### src/rtl/serial_arith_pkg.sv
// Shared types and constants for the bit-serial arithmetic blocks.
package serial_arith_pkg;

  localparam int DEFAULT_WIDTH = 8;

  typedef enum logic [1:0] {
    IDLE  = 2'd0,
    SHIFT = 2'd1,
    DONE  = 2'd2
  } state_e;

endpackage

### src/rtl/fa_using_2_ha.sv
// Gate-level full adder: two half adders
// feeding an OR for the carry.
module fa_using_2_ha (
  input  logic x,
  input  logic y,
  input  logic z,
  output logic sum,
  output logic carry
);

  logic h1_s;
  logic h1_c;
  logic h2_c;

  assign h1_s  = x ^ y;
  assign h1_c  = x & y;
  assign sum   = h1_s ^ z;
  assign h2_c  = h1_s & z;
  assign carry = h1_c | h2_c;

endmodule

### src/rtl/serial_adder_fa.sv
// Bit-serial adder: one full-adder cell,
// LSB first, registered carry, parallel result.
module serial_adder_fa
  import serial_arith_pkg::*;
#(
  parameter int WIDTH = DEFAULT_WIDTH
) (
  input  logic             clk,
  input  logic             rst_n,
  input  logic             start,
  input  logic [WIDTH-1:0] a,
  input  logic [WIDTH-1:0] b,
  input  logic             cin,
  output logic             busy,
  output logic             done,
  output logic [WIDTH-1:0] sum,
  output logic             cout
);

  localparam int CW = $clog2(WIDTH);
  localparam logic [CW-1:0] CNT_ONE  = CW'(1);
  localparam logic [CW-1:0] CNT_LAST = CW'(WIDTH - 1);

  state_e state_q, state_d;

  logic [WIDTH-1:0] a_q, a_d;
  logic [WIDTH-1:0] b_q, b_d;
  logic [WIDTH-1:0] r_q, r_d;
  logic [WIDTH-1:0] sum_q, sum_d;
  logic [CW-1:0]    cnt_q, cnt_d;
  logic             carry_q, carry_d;
  logic             cout_q, cout_d;

  logic fa_s;
  logic fa_c;
  logic load;
  logic last;

  fa_using_2_ha u_fa (
    .x     (a_q[0]),
    .y     (b_q[0]),
    .z     (carry_q),
    .sum   (fa_s),
    .carry (fa_c)
  );

  // start is only honoured outside SHIFT
  assign load = start && (state_q != SHIFT);
  assign last = (cnt_q == CNT_LAST);

  always_ff @(posedge clk or negedge rst_n) begin
    if (!rst_n) begin
      state_q <= IDLE;
    end else begin
      state_q <= state_d;
    end
  end

  always_comb begin
    state_d = state_q;
    unique case (state_q)
      IDLE:    if (start) state_d = SHIFT;
      SHIFT:   if (last) state_d = DONE;
      DONE:    state_d = start ? SHIFT : IDLE;
      default: state_d = IDLE;
    endcase
  end

  always_comb begin
    busy = 1'b0;
    done = 1'b0;
    unique case (state_q)
      SHIFT:   busy = 1'b1;
      DONE:    done = 1'b1;
      default: ;
    endcase
  end

  always_comb begin
    a_d     = a_q;
    b_d     = b_q;
    r_d     = r_q;
    sum_d   = sum_q;
    cnt_d   = cnt_q;
    carry_d = carry_q;
    cout_d  = cout_q;
    if (load) begin
      a_d     = a;
      b_d     = b;
      carry_d = cin;
      cnt_d   = '0;
    end else if (state_q == SHIFT) begin
      a_d     = a_q >> 1;
      b_d     = b_q >> 1;
      r_d     = {fa_s, r_q[WIDTH-1:1]};
      carry_d = fa_c;
      cnt_d   = cnt_q + CNT_ONE;
      if (last) begin
        sum_d  = r_d;
        cout_d = fa_c;
        cnt_d  = '0;
      end
    end
  end

  always_ff @(posedge clk or negedge rst_n) begin
    if (!rst_n) begin
      a_q     <= '0;
      b_q     <= '0;
      r_q     <= '0;
      sum_q   <= '0;
      cnt_q   <= '0;
      carry_q <= 1'b0;
      cout_q  <= 1'b0;
    end else begin
      a_q     <= a_d;
      b_q     <= b_d;
      r_q     <= r_d;
      sum_q   <= sum_d;
      cnt_q   <= cnt_d;
      carry_q <= carry_d;
      cout_q  <= cout_d;
    end
  end

  assign sum  = sum_q;
  assign cout = cout_q;

endmodule

### config.mk
export PLATFORM = sky130hd
export DESIGN_NAME = serial_adder_fa
export DESIGN_NICKNAME = d
export VERILOG_FILES = /design/src/rtl/serial_arith_pkg.sv /design/src/rtl/fa_using_2_ha.sv /design/src/rtl/serial_adder_fa.sv
export SDC_FILE = /design/constraint.sdc
export NUM_CORES = 1
export LEC_CHECK = 0
export BUFFER_PORTS_ARGS = -buffer_cell sky130_fd_sc_hd__clkbuf_2
export CORE_MARGIN = 2
export CORE_UTILIZATION = 55
export DETAILED_ROUTE_END_ITERATION = 10
export PLACE_DENSITY = 0.78
export SLEW_MARGIN = 20
export SYNTH_ARGS = -nofsm -noshare
export SYNTH_HDL_FRONTEND = slang
export SYNTH_SLANG_ARGS = --single-unit
### constraint.sdc
create_clock -name clk -period 1.98 [get_ports clk]
set_input_delay 0.198 -clock clk [delete_from_list [all_inputs] [get_ports clk]]
set_output_delay 0.198 -clock clk [all_outputs]
set_load 0.02 [all_outputs]
==> run summary, run 1 <==
status = finished, final reports clean
met2 WL = 1460 um
Resize count post-CTS = 0
Syn Std Cell Area = 0.00180 mm2
fin nets = 168
Die X = 61.2 um
Reg clk slew, reported paths = 0.10 ns
Max Cap Viol = 0
H-tree depth = 2
clock skew = 0.0168 ns
post-synth cell types = 21
Post-Syn Instances = 111
CP arrival = 1.97 ns
Clock Path Buffers = 2
Seq/Total Area, Yosys = 0.529
hold path start = b[7]
yosys warns = 0
initial antenna violation count = 0
Cells after DPL = 181
1st-iter DRT viols = 25
Avg Cell Area, Syn = 16.2 um2
Slew @ Worst Pin = 0.541 ns
nature of the critical path endpoint = register
Period minus WS final = 1.74 ns
Non-Filler Instances = 188
fmax = 0.574 GHz
Fin. Hold Viols = 0
P&R area growth vs syn = 12.7%
Final Util = 0.659
worst relative slew slack = 0.639
Max Fanout on Critical Path = 10
Setup-failing EPs final = 0
gpl congestion = 0.634
Tightest Hold Check Type = in -> reg
RSZ-0062 raised after global routing = no
crit path cell chain = ha_1, ha_1, nand3b_1, mux2_2
router iterations before antenna repair = 2
wire per inst = 15.7 um
Worst R2R End = sum[5]
drt total wl = 2950 um
antenna cells = 0
share of cells above drive strength 1 = 0.618
Register-to-Register Path Depth = 4
post-synthesis register bit count = 38
Ports = 31
final total power = 3.14 mW
most used cell, CP = ha_1
Bufs and invs on worst path = 0
Row Count = 20
Hold Path Stages = 3
Slowest cell on crit path = dfrtp_1
Post-synth EDFFs = 0
pwr/cell area = 1550 mW/mm2
RR Startpoint = cnt_q[0]
DP Worst Slack = 0.243 ns
top cells by area, synth = dfrtp_1 (53%), mux2_4 (20%), mux2_2 (14%), buf_6 (1.9%), ha_1 (1.4%)
Worst Setup Start Kind = register
Vias = 988
vias in the first global route = 1084
WHS Endpoint = b_q[7]
CP Class = reg -> reg
count leader, synth = dfrtp_1
postcts setup bufs = 0
CTS root buf = clkbuf_4
slowest cell delay on critical path = 0.41 ns
Yosys top cell area share = 0.529
CTS tree = yes
Final Cycle Share = 0.880
gr usage total = 0.189
Worst path top cell family by delay = adder cells
Clock Latency Late Sink = 0.35 ns
Min Hold Slack = 0.124 ns
I/O Buffers = 30
core area = 0.00308 mm2
area leader, netlist = dfrtp_1
synth cell count leaders = dfrtp_1 (38), mux2_4 (24), mux2_2 (23)
Post-Place Cell Area = 0.00197 mm2
HPWL after DPL = 2030 um
gr ovfl total = 0
Post-DRT Antenna Nets = 0
max-slew violation count = 0
die area = 0.00374 mm2
setup tns final = 0 ns
largest net degree at the start of global routing = 39
Initial Util = 0.585
Die Y = 61.2 um
worst reg-to-reg setup slack = 0.24 ns
CTS buffer count = 5
Synthesized Nets = 134
worst path required time = 2.21 ns
Peak VDD IR = 0.000810 V
clk sinks = 38
Lkg Pwr = 1.03 nW
first-pass GRT wire length = 4950 um
met3 WL = 107 um
cell area after layout = 0.00203 mm2
Async S/R FF share, synth = 1.00
worst setup margin = 0.238 ns
DR top layer = met4
Hold-fix buffers, CTS = 1
M1 WL = 1340 um
vias per cell = 5.26
Synth Flop Type = dfrtp_1
# DRC = 0
-- routing by layer --
| layer | GRT usage | up-vias |
|---|---|---|
| met5 | 0 | - |
| met4 | 0.0994 | 0 |
| met3 | 0.0462 | 6 |
| met2 | 0.299 | 23 |
| met1 | 0.242 | 498 |
| li1 | - | 461 |
-- worst reg2reg max path: cells and delay by family, from the launching register on --
kind | cells | cell delay [ns]
adder cells (fa/ha/maj) | 2 | 0.45
AND/OR/NAND/NOR | 1 | 0.37
flip-flops | 1 | 0.41
multiplexers | 1 | 0.40
-- sequential cells by signal, summed over array words and instances (netlist names) --
name	cells
b_q	8
sum	8
carry_q	1
cout	1
cnt_q	3
r_q	7
state_q	2
a_q	8
-- logic make-up (layout without fill, tap and decap cells) --
| group | after synthesis | in the layout | synth area share |
|---|---|---|---|
| multiplexers | 49 | 49 | 0.355 |
| flip-flops | 38 | 38 | 0.529 |
| AND/OR/NAND/NOR | 9 | 9 | 0.0348 |
| buffers and inverters | 9 | 42 | 0.0431 |
| adder cells (fa/ha/maj) | 3 | 3 | 0.0250 |
| AO/OA/AOI/OAI | 3 | 3 | 0.0132 |
-- how the worst max path moves through the flow --
| stage | start | end | cells past startpoint |
|---|---|---|---|
| final | cnt_q[0] | sum[5] | 4 |
| after global routing | cnt_q[0] | sum[0] | 4 |
| after CTS | cnt_q[0] | sum[5] | 4 |
| after detailed placement | cnt_q[0] | sum[3] | 4 |
| after global placement | cnt_q[0] | cout | 4 |
| after floorplan | cnt_q[0] | cout | 5 |
-- power by group --
part / leakage (nW) / switching, mW / internal, mW / total, mW
Combinational: 0.523 / 0.544 / 0.838 / 1.38
Sequential: 0.474 / 0.226 / 1.13 / 1.35
Clock: 0.0302 / 0.240 / 0.160 / 0.400
Total: 1.03 / 1.01 / 2.13 / 3.14
-- placed cells by master, fill, tap and decap left out, drive strengths merged --
cell,netlist,layout
nor2,2,2
nor4bb,1,1
nor2b,1,1
clkbuf,0,36
mux2,47,47
and2b,1,1
inv,3,3
nor4b,1,1
buf,6,2
o22ai,1,1
dlygate4sd3,0,1
nand3b,1,1
a31o,2,2
mux2i,2,2
dfrtp,38,38
nand2b,2,2
ha,2,2
fa,1,1
-- cell type report --
cell class | instances | area, um2
clock buffers | 6 | 51.3
fillers | 253 | 1050
inverters | 3 | 11.3
multi-input cells | 64 | 771
flip-flops and latches | 38 | 951
well taps | 44 | 55.1
repair buffers | 33 | 188
Note: power is estimated with default switching activity, not from simulation.
==> run 2: changes to the inputs <==
--- a/config.mk
+++ b/config.mk
@@ -10,6 +10,7 @@
 export CORE_UTILIZATION = 55
 export DETAILED_ROUTE_END_ITERATION = 10
 export PLACE_DENSITY = 0.78
+export REMOVE_ABC_BUFFERS = 1
 export SLEW_MARGIN = 20
 export SYNTH_ARGS = -nofsm -noshare
 export SYNTH_HDL_FRONTEND = slang
==> run summary, run 2 (synthesis results as in run 1) <==
clock skew = 0.00810 ns
I/O Buffers = 30
worst relative slew slack = 0.627
Final Cycle Share = 0.865
Initial Util = 0.585
HPWL after DPL = 2160 um
number of fillers in the final layout = 233
Slowest cell on crit path = dfrtp_1
Bufs and invs on worst path = 0
Clock Latency Late Sink = 0.34 ns
pwr/cell area = 1550 mW/mm2
Post-Place Cell Area = 0.00197 mm2
CTS tree = yes
gpl congestion = 0.711
CP arrival = 1.94 ns
Setup-failing EPs final = 0
wire per inst = 15.6 um
Fin. Hold Viols = 0
Period minus WS final = 1.71 ns
Post-DRT Antenna Nets = 0
most frequent cells in the layout = dfrtp_1 (38), clkbuf_2 (30), mux2_4 (24)
largest net degree at the start of global routing = 24
multi-input logic area = 771 um2
antenna cells = 0
Reg clk slew, reported paths = 0.11 ns
Lkg Pwr = 1.04 nW
share of cells above drive strength 1 = 0.622
Peak VDD IR = 0.000761 V
CTS buffer count = 5
Resize count post-CTS = 0
RSZ-0062 raised after global routing = no
Row Count = 20
Hold-fix buffers, CTS = 1
setup tns final = 0 ns
most used cell, CP = ha_1
Die Y = 61.2 um
fin nets = 170
Final Util = 0.662
gr ovfl total = 0
clk sinks = 38
Tightest Hold Check Type = in -> reg
status = finished, final reports clean
CP Class = reg -> reg
H-tree depth = 2
Worst Setup Start Kind = register
commonest non-fill, non-tap cell in the layout = dfrtp_1
Die X = 61.2 um
# DRC = 0
Min Hold Slack = 0.107 ns
core area = 0.00308 mm2
DP Worst Slack = 0.277 ns
postcts setup bufs = 0
vias in the first global route = 1041
Ports = 31
P&R area growth vs syn = 13.3%
Worst path top cell family by delay = flip-flops
die area = 0.00374 mm2
drt total wl = 3000 um
max-slew violation count = 0
vias per cell = 5.10
Cells after DPL = 183
nature of the critical path endpoint = register
gr usage total = 0.193
fmax = 0.584 GHz
Clock Path Buffers = 2
first-pass GRT wire length = 4970 um
cell area after layout = 0.00204 mm2
Max Cap Viol = 0
slowest cell delay on critical path = 0.42 ns
worst setup margin = 0.268 ns
1st-iter DRT viols = 13
register area = 951 um2
Slew @ Worst Pin = 0.559 ns
CTS root buf = clkbuf_4
final total power = 3.17 mW
Vias = 979
router iterations before antenna repair = 2
initial antenna violation count = 0
Max Fanout on Critical Path = 10
worst path required time = 2.20 ns
crit path cell chain = ha_1, ha_1, nand3b_1, mux2_2
Non-Filler Instances = 192
==> run 2: changes by cell type in the layout (fill, tap and decap cells not counted), sizes merged <==
cell / change
buf: +2
clkbuf: +1
clkinv: +1
==> run 2: power breakdown <==
group	switching (mW)	internal (mW)	leakage, nW
Combinational	0.557	0.840	0.529
Sequential	0.228	1.13	0.474
Clock	0.243	0.172	0.0353
Total	1.03	2.14	1.04
==> run 2: final timing paths <==
check / startpoint / to / slack, ns / cells past startpoint
hold reg to reg: r_q[1] / r_q[1] / 0.51 / 1
max in group asynchronous: rst_n / sum[3] / 1.02 / 3
setup / recovery: cnt_q[0] / sum[5] / 0.27 / 4
setup reg to reg: cnt_q[0] / sum[5] / 0.27 / 4
hold / removal: a[7] / a_q[7] / 0.11 / 3
min in group asynchronous: rst_n / b_q[6] / 0.31 / 2
==> run 2: worst register-to-register path, delay by kind of cell (launching register included) <==
family | cells | cell delay (ns)
flops | 1 | 0.42
fa+ha+maj | 2 | 0.42
mux | 1 | 0.40
simple gates | 1 | 0.36
==> run 2: per-layer routing <==
metal  track usage  wire, um  vias to the layer above
met5             0         0                        -
met4        0.0839        59                        0
met3        0.0693       127                        7
met2         0.309      1500                       22
met1         0.238      1310                      489
li1              -         -                      461
==> run 2: cell type report <==
class / count / share of cell area
Sequential cell: 38 / 0.467
Multi-Input combinational cell: 64 / 0.378
Timing Repair Buffer: 35 / 0.0933
Clock buffer: 7 / 0.0270
Tap cell: 44 / 0.0270
Inverter: 3 / 0.00552
Clock inverter: 1 / 0.00246
